## config.mk

```make
export PLATFORM = sky130hd
export DESIGN_NAME = gcn_aggregation_scheduler
export DESIGN_NICKNAME = d
export VERILOG_FILES = /design/src/rtl/gcn_aggregation_scheduler.sv
export SDC_FILE = /design/constraint.sdc
export NUM_CORES = 1
export LEC_CHECK = 0
export BUFFER_PORTS_ARGS = -buffer_cell sky130_fd_sc_hd__buf_4
export CORE_ASPECT_RATIO = 0.9
export CORE_UTILIZATION = 45
export DETAILED_ROUTE_END_ITERATION = 7
export PLACE_DENSITY = 0.7
export SLEW_MARGIN = 15
export SYNTH_ARGS = -nofsm -noshare
export SYNTH_HDL_FRONTEND = slang
export SYNTH_SLANG_ARGS = --single-unit
```

## constraint.sdc

```tcl
create_clock -name clk -period 2.5 [get_ports clk]
set_input_delay 0.5 -clock clk [delete_from_list [all_inputs] [get_ports clk]]
set_output_delay 0.5 -clock clk [all_outputs]
set_load 0.01 [all_outputs]
```

## src/rtl/gcn_aggregation_scheduler.sv

```systemverilog
// gcn_aggregation_scheduler
// Control-only sequencer for one GCN layer. It kicks the Transformation engine
// (FM x WM), waits for its done level, then walks the COO edge list twice (forward
// a->b, then reverse b->a) and finally every node onto itself. Each step issues
// one accumulate command, so the aggregation accumulator builds (A+I)*(FM*WM).
//
// Ports
//   clk, reset   clock / asynchronous active-high reset
//   start        begin a layer (honoured in IDLE or DONE only)
//   trans_start  one-cycle start pulse to the Transformation engine
//   trans_done   Transformation done level (honoured in TRANS only)
//   coo_address  edge index into COO memory (registered)
//   coo_in       [0]=node a, [1]=node b of the edge at coo_address
//   read_row     FM*WM product-memory row select (combinational)
//   agg_dst      accumulator destination row (combinational)
//   agg_en       accumulate fm_wm_row(read_row) into row agg_dst
//   agg_clear    one-cycle clear of all accumulator rows
//   err          sticky: out-of-range COO node index seen this run
//   done         layer complete, held until next start or reset
//
// state | meaning
// ------+---------------------------------------------------------------
// IDLE  | waiting for start
// CLEAR | accumulator clear, err clear
// TRANS | trans_start pulse on first cycle, then wait for trans_done
// FWD   | edge walk, read row a, accumulate into row b
// REV   | edge walk, read row b, accumulate into row a
// SELF  | node walk, read row n, accumulate into row n
// DONE  | layer complete, waiting for restart
module gcn_aggregation_scheduler #(
    parameter int NUM_OF_NODES    = 6,
    parameter int COO_NUM_OF_COLS = 6,
    parameter int COO_NUM_OF_ROWS = 2,
    parameter int NODE_BW         = $clog2(NUM_OF_NODES),
    parameter int COO_BW          = $clog2(COO_NUM_OF_COLS)
) (
    input  logic                                      clk,
    input  logic                                      reset,
    input  logic                                      start,
    output logic                                      trans_start,
    input  logic                                      trans_done,
    output logic [COO_BW-1:0]                         coo_address,
    input  logic [COO_NUM_OF_ROWS-1:0][NODE_BW-1:0]   coo_in,
    output logic [NODE_BW-1:0]                        read_row,
    output logic [NODE_BW-1:0]                        agg_dst,
    output logic                                      agg_en,
    output logic                                      agg_clear,
    output logic                                      err,
    output logic                                      done
);

    typedef enum logic [2:0] {
        S_IDLE, S_CLEAR, S_TRANS, S_FWD, S_REV, S_SELF, S_DONE
    } state_t;

    localparam logic [COO_BW-1:0]  EDGE_LAST  = COO_BW'(COO_NUM_OF_COLS - 1);
    localparam logic [NODE_BW-1:0] NODE_LAST  = NODE_BW'(NUM_OF_NODES - 1);
    // One bit wider so the limit is representable even for power-of-two node counts.
    localparam logic [NODE_BW:0]   NODE_LIMIT = (NODE_BW+1)'(NUM_OF_NODES);

    state_t              state_q, state_d;
    logic [COO_BW-1:0]   edge_idx_q, edge_idx_d;
    logic [NODE_BW-1:0]  node_q, node_d;

    logic agg_phase_q, agg_phase_d;
    logic trans_start_d, agg_clear_d, done_d, err_d;
    logic walk_phase, entry_ok;

    // state register and counters
    always_ff @(posedge clk or posedge reset) begin
        if (reset) begin
            state_q    <= S_IDLE;
            edge_idx_q <= '0;
            node_q     <= '0;
        end else begin
            state_q    <= state_d;
            edge_idx_q <= edge_idx_d;
            node_q     <= node_d;
        end
    end

    // next state
    always_comb begin
        state_d    = state_q;
        edge_idx_d = edge_idx_q;
        node_d     = node_q;
        case (state_q)
            S_IDLE:  if (start) state_d = S_CLEAR;
            S_CLEAR: state_d = S_TRANS;
            S_TRANS: begin
                if (trans_done) begin
                    state_d    = S_FWD;
                    edge_idx_d = '0;
                end
            end
            S_FWD: begin
                if (edge_idx_q == EDGE_LAST) begin
                    state_d    = S_REV;
                    edge_idx_d = '0;
                end else begin
                    edge_idx_d = edge_idx_q + 1'b1;
                end
            end
            S_REV: begin
                if (edge_idx_q == EDGE_LAST) begin
                    state_d    = S_SELF;
                    edge_idx_d = '0;
                    node_d     = '0;
                end else begin
                    edge_idx_d = edge_idx_q + 1'b1;
                end
            end
            S_SELF: begin
                if (node_q == NODE_LAST) begin
                    state_d = S_DONE;
                    node_d  = '0;
                end else begin
                    node_d = node_q + 1'b1;
                end
            end
            S_DONE:  if (start) state_d = S_CLEAR;
            default: state_d = S_IDLE;
        endcase
    end

    // outputs
    always_comb begin
        walk_phase = (state_q == S_FWD) || (state_q == S_REV);
        entry_ok   = ({1'b0, coo_in[0]} < NODE_LIMIT) && ({1'b0, coo_in[1]} < NODE_LIMIT);

        read_row = '0;
        agg_dst  = '0;
        case (state_q)
            S_FWD: begin
                read_row = coo_in[0];
                agg_dst  = coo_in[1];
            end
            S_REV: begin
                read_row = coo_in[1];
                agg_dst  = coo_in[0];
            end
            S_SELF: begin
                read_row = node_q;
                agg_dst  = node_q;
            end
            default: ;
        endcase

        // The only same-cycle gating: a bad COO entry suppresses its accumulate.
        agg_en = agg_phase_q & (~walk_phase | entry_ok);

        trans_start_d = (state_q == S_CLEAR);
        agg_clear_d   = (state_d == S_CLEAR);
        done_d        = (state_d == S_DONE);
        agg_phase_d   = (state_d == S_FWD) || (state_d == S_REV) || (state_d == S_SELF);
        if (state_d == S_CLEAR) err_d = 1'b0;
        else                    err_d = err | (walk_phase & ~entry_ok);
    end

    always_ff @(posedge clk or posedge reset) begin
        if (reset) begin
            trans_start <= 1'b0;
            agg_clear   <= 1'b0;
            done        <= 1'b0;
            err         <= 1'b0;
            agg_phase_q <= 1'b0;
        end else begin
            trans_start <= trans_start_d;
            agg_clear   <= agg_clear_d;
            done        <= done_d;
            err         <= err_d;
            agg_phase_q <= agg_phase_d;
        end
    end

    assign coo_address = edge_idx_q;

endmodule

```

== Word level (Yosys, flattened, before mapping) ==
Cells that the tools add are included.
Word-level totals
  RAM bits: 0
  memories kept: 0
  bits in latches: 0
  input port bits: 10
  word-level logic and storage cells: 59
  register bits after elaboration: 14
  ROM bits: 0
Operators by class
  equality and inequality tests: 15
  $lt $le $gt $ge: 2
  $add $sub $neg: 2
  shift operators: 0
  $mul: 0
  bitwise operators: 6
  reduce and logical (&&, ||, !) cells: 11
  div/mod/pow operators: 0
  mux-type cells: 15
Operator list (count)
  $mux 3: 9
  $eq 3x3->1 const B: 8
  $pmux 3 s3: 2
  $pmux 3 s6: 1
  $pmux 3 s2: 2
  $eq 3x2->1 const B: 3
  $add 3x1->3 const B: 2
  $eq 3x1->1 const B: 2
  $lt 3x3->1 const B: 2
  $ne 2x2->1 const B: 2
  $reduce_and 2->1: 2
  $reduce_bool 2->1: 2
  $reduce_or 2->1: 2
  $logic_not 3->1: 1
  $logic_or 1x1->1: 3
  $and 1x1->1: 2
  $not 1->1: 2
  $or 1x1->1: 2
  $logic_and 1x1->1: 1
  $mux 1: 1

== Logic depth before layout (Yosys ltp) ==
  depth in word-level cells: 6
  mapped depth: 5
  mapped depth without buffers: 3

== Worst setup path before layout ==
OpenSTA, ideal clock, no wires.
  path type: reg-to-output
  start: reg state_q[2]
  end: out agg_en
  setup slack: 923 ps
  buffers on the path: 2
  cell stages (with the launch flop): 6
  data required time: 2000 ps
  data arrival time: 1077 ps
  cells stage by stage: dfrtp_1 > buf_2 > and3b_1 > buf_4 > o21ai_1 > and2_1
Between the ends
  longest elaborated chain between the ends: 5
  elaborated cells between the ends (all ways): 6
  those cells by class: 2 x eq/ne; 3 x bitwise; 1 x reduce/logical
RTL lines
  start, declared: RTL line 61  | state_t state_q, state_d;
  start signal, assigned: RTL line 76  | state_q <= state_d;
  $eq 3x2->1 or $eq 3x3->1 (tied branches): RTL line 128  | walk_phase = (state_q == S_FWD) || (state_q == S_REV);
  $logic_or 1x1->1 (*): RTL line 128
  $not 1->1 (*): RTL line 150  | agg_en = agg_phase_q & (~walk_phase | entry_ok);
  $or 1x1->1 (*): RTL line 150
  $and 1x1->1 (*): RTL line 150
  end, declared: RTL line 46  | output logic agg_en,
Every way passes the cells marked *; elsewhere a longest branch is shown, timed or not.

== Worst setup path in the final report ==
Ends and elaborated chain as after synthesis.

==> impl_metrics.env <==
export IMPL_arrival_ns=1.79
export IMPL_numClockSinks=14
export IMPL_grt_pass1_vias=777
export IMPL_synth_cell_types=29
export IMPL_fin_crit_sh_pct=91.53
export IMPL_antenna_found_initial=0
export IMPL_max_cap_violations=0
export IMPL_fmax_ghz=0.4370
export IMPL_synth_edff_count=0
export IMPL_area_growth_pct=22.81
export IMPL_avgSynthCellArea_sq_um=9.087
export IMPL_synth_cells=99
export IMPL_fp_coreArea_sq_mm=0.001769
export IMPL_critPathCapture="agg_en"
export IMPL_dp_hpwl_um=1534
export IMPL_num_antenna_cells=0
export IMPL_leakage_nw=0.5342
export IMPL_setup_viol=0
export IMPL_port_buffers=23
export IMPL_ios=24
export IMPL_ys_seq_area_share_pct=38.94
export IMPL_drtIter0Drc=30
export IMPL_rr_endpoint="err"
export IMPL_cts_tree="done"
export IMPL_cp_startpoint="state_q[2]"
export IMPL_clockRootBuffer="clkbuf_4"
export IMPL_critPathRequiredTime_ns=2.00
export IMPL_fp_row_count=14
export IMPL_clk_pin_slew_ns=0.10
export IMPL_min_period_ns=2.288
export IMPL_final_fill_count=157
export IMPL_multi_input_area_sq_um=481.7
export IMPL_synthesis_area_sq_um=899.6
export IMPL_wl_um=2156
export IMPL_fp_dieW_um=49.13
export IMPL_initial_core_util_pct=50.85
export IMPL_routed_via_count=845
export IMPL_track_usage_pct=21.95
export IMPL_final_util_pct=62.45
export IMPL_worstHoldPathType="in2async"
export IMPL_critPathSlowestCell="dfrtp_1"
export IMPL_htreeDepth=1
export IMPL_synth_main_ff_cell="dfrtp_1"
export IMPL_ys_warnings_count=0
export IMPL_synth_seq_cells=14
export IMPL_wl_per_cell_um=15.08
export IMPL_gp_congestion=0.7972
export IMPL_grt_overflow_total=0
export IMPL_die_h_um=44.42
export IMPL_first_pass_iters=7
export IMPL_status="complete, no violations"
export IMPL_cp_start_kind="register"
export IMPL_cts_hold_buf=0
export IMPL_postSynthNetCount=109
export IMPL_slowest_delay_ns=0.57
export IMPL_rr_worst_depth=3
export IMPL_regArea_sq_um=350.3
export IMPL_drtAntennaViolNets=0
export IMPL_vdd_drop_max_uv=654.6
export IMPL_setup_tns_ns=0
export IMPL_finalHoldViolCount=0
export IMPL_nets=130
export IMPL_numCtsBuffers=3
export IMPL_grt_max_degree=23
export IMPL_tightest_slew_ns=0.5553
export IMPL_clock_skew_ns=0.003634
export IMPL_ctsResizeCount=0
export IMPL_grt_setup_unrepaired="false"
export IMPL_cts_buffer_depth=2
export IMPL_holdWs_ns=0.2555
export IMPL_ff2ff_setup_slack_ns=0.98
export IMPL_end_kind="output port"
export IMPL_cp_max_fo=18
export IMPL_slew_headroom_pct=62.94
export IMPL_grt_first_pass_wirelength_um=3622
export IMPL_clk_latency_ns=0.28
export IMPL_drv_slew=0
export IMPL_crit_chain="and3b_1, o21ai_1, and2_1, buf_4"
export IMPL_crit_type="reg2out"
export IMPL_async_flop_share_pct=100.0
export IMPL_postCtsSetupRepairBufs=0
export IMPL_drive_gt1_share_pct=25.21
export IMPL_dieArea_sq_mm=0.002182
export IMPL_r2r_start="state_q[2]"
export IMPL_power_density_mw_per_mm2=1112
export IMPL_drc=0
export IMPL_viasPerCell=5.909
## Yosys cell counts, types with 2 or more instances
library cell	instances	area (sq um)
nand2_1	8	30.03
o21ai_1	5	25.02
buf_2	6	30.03
o41ai_1	2	17.52
o221ai_1	4	35.03
and2_1	2	12.51
a22o_1	5	43.79
a21oi_1	3	15.01
nand2b_1	4	25.02
o21a_1	2	15.01
nor3_1	3	15.01
and3b_1	2	17.52
inv_1	7	26.28
nor2_1	4	15.01
dfrtp_1	14	350.3
o21ai_0	6	30.03
mux2i_1	10	100.1
## routing by layer
metal  wire (um)  up-vias  share of wire, %  global-route usage, %
met5           0        -                 0                      0
met4          20        0              0.93                  7.059
met3          81        4               3.8                  2.062
met2        1063       27                49                  38.08
met1         992      411                46                  29.22
li1            -      403                 -                      -
## layout by cell type (no fill, tap or decap), drive strengths merged, types with 2 or more instances in the layout
cell and count:
mux2i 10, clkbuf 4, inv 7, a21oi 3
nor2 4, buf 24, and3b 2, o41ai 2
nor3b 2, nand2 8, and2 2, o21ai 11
a22o 5, dfrtp 14, o221ai 4, nand2b 4
o21a 2, nor3 3
## how the worst min path moves through the flow
stage | from | to
finish | reset | state_q[2]
global route | reset | node_q[0]
CTS | reset | agg_clear
detailed placement | coo_address[1] | coo_address[1]
global placement | err | err
floorplan | reset | agg_clear
## critical path: cells and delay by family, from the launching register on
kind	cells	cell delay, ns
AND/OR/NAND/NOR	2	0.65
flip-flops	1	0.57
AO/OA/AOI/OAI	1	0.14
buffers and inverters	1	0.14
## cell type report
| class | count | share of cell area (%) |
|---|---|---|
| multi-input cells | 70 | 43.60 |
| flip-flops and latches | 14 | 31.71 |
| repair buffers | 24 | 16.31 |
| clock buffers | 4 | 3.284 |
| well taps | 24 | 2.718 |
| inverters | 7 | 2.378 |
## power breakdown
group | switching (mW) | internal (mW)
sequential | 0.101 | 0.294
combinational | 0.345 | 0.317
clock | 0.0834 | 0.0886
total | 0.529 | 0.700
## cells by family (layout without fill, tap and decap cells)
family,after synthesis,in the layout,synth area share (%)
AOI/OAI and AO/OA,30,30,22.81
buffers and inverters,15,35,7.511
DFF,14,14,38.94
muxes,10,10,11.13
and+or+nand+nor,30,30,19.61
## flip-flops by register name, indices dropped and copies added, names as in the netlist
register	cells
agg_clear	1
agg_phase_q	1
coo_address	3
done	1
err	1
node_q	3
state_q	3
trans_start	1
## through the flow
stage | area [sq um] | setup slack [ns] | cells | power (mW)
CTS | 1105 | 0.2071 | 143 | 1.225
global route | 1105 | 0.1207 | 143 | 1.310
global placement | 1069 | 0.6065 | 139 | 1.034
detailed placement | 1069 | 0.5359 | 139 | 1.052
floorplan | 899.6 | 0.9230 | 99 | 0.8478
finish | 1105 | 0.2117 | 143 | 1.229
(Power assumes the default switching activity.)
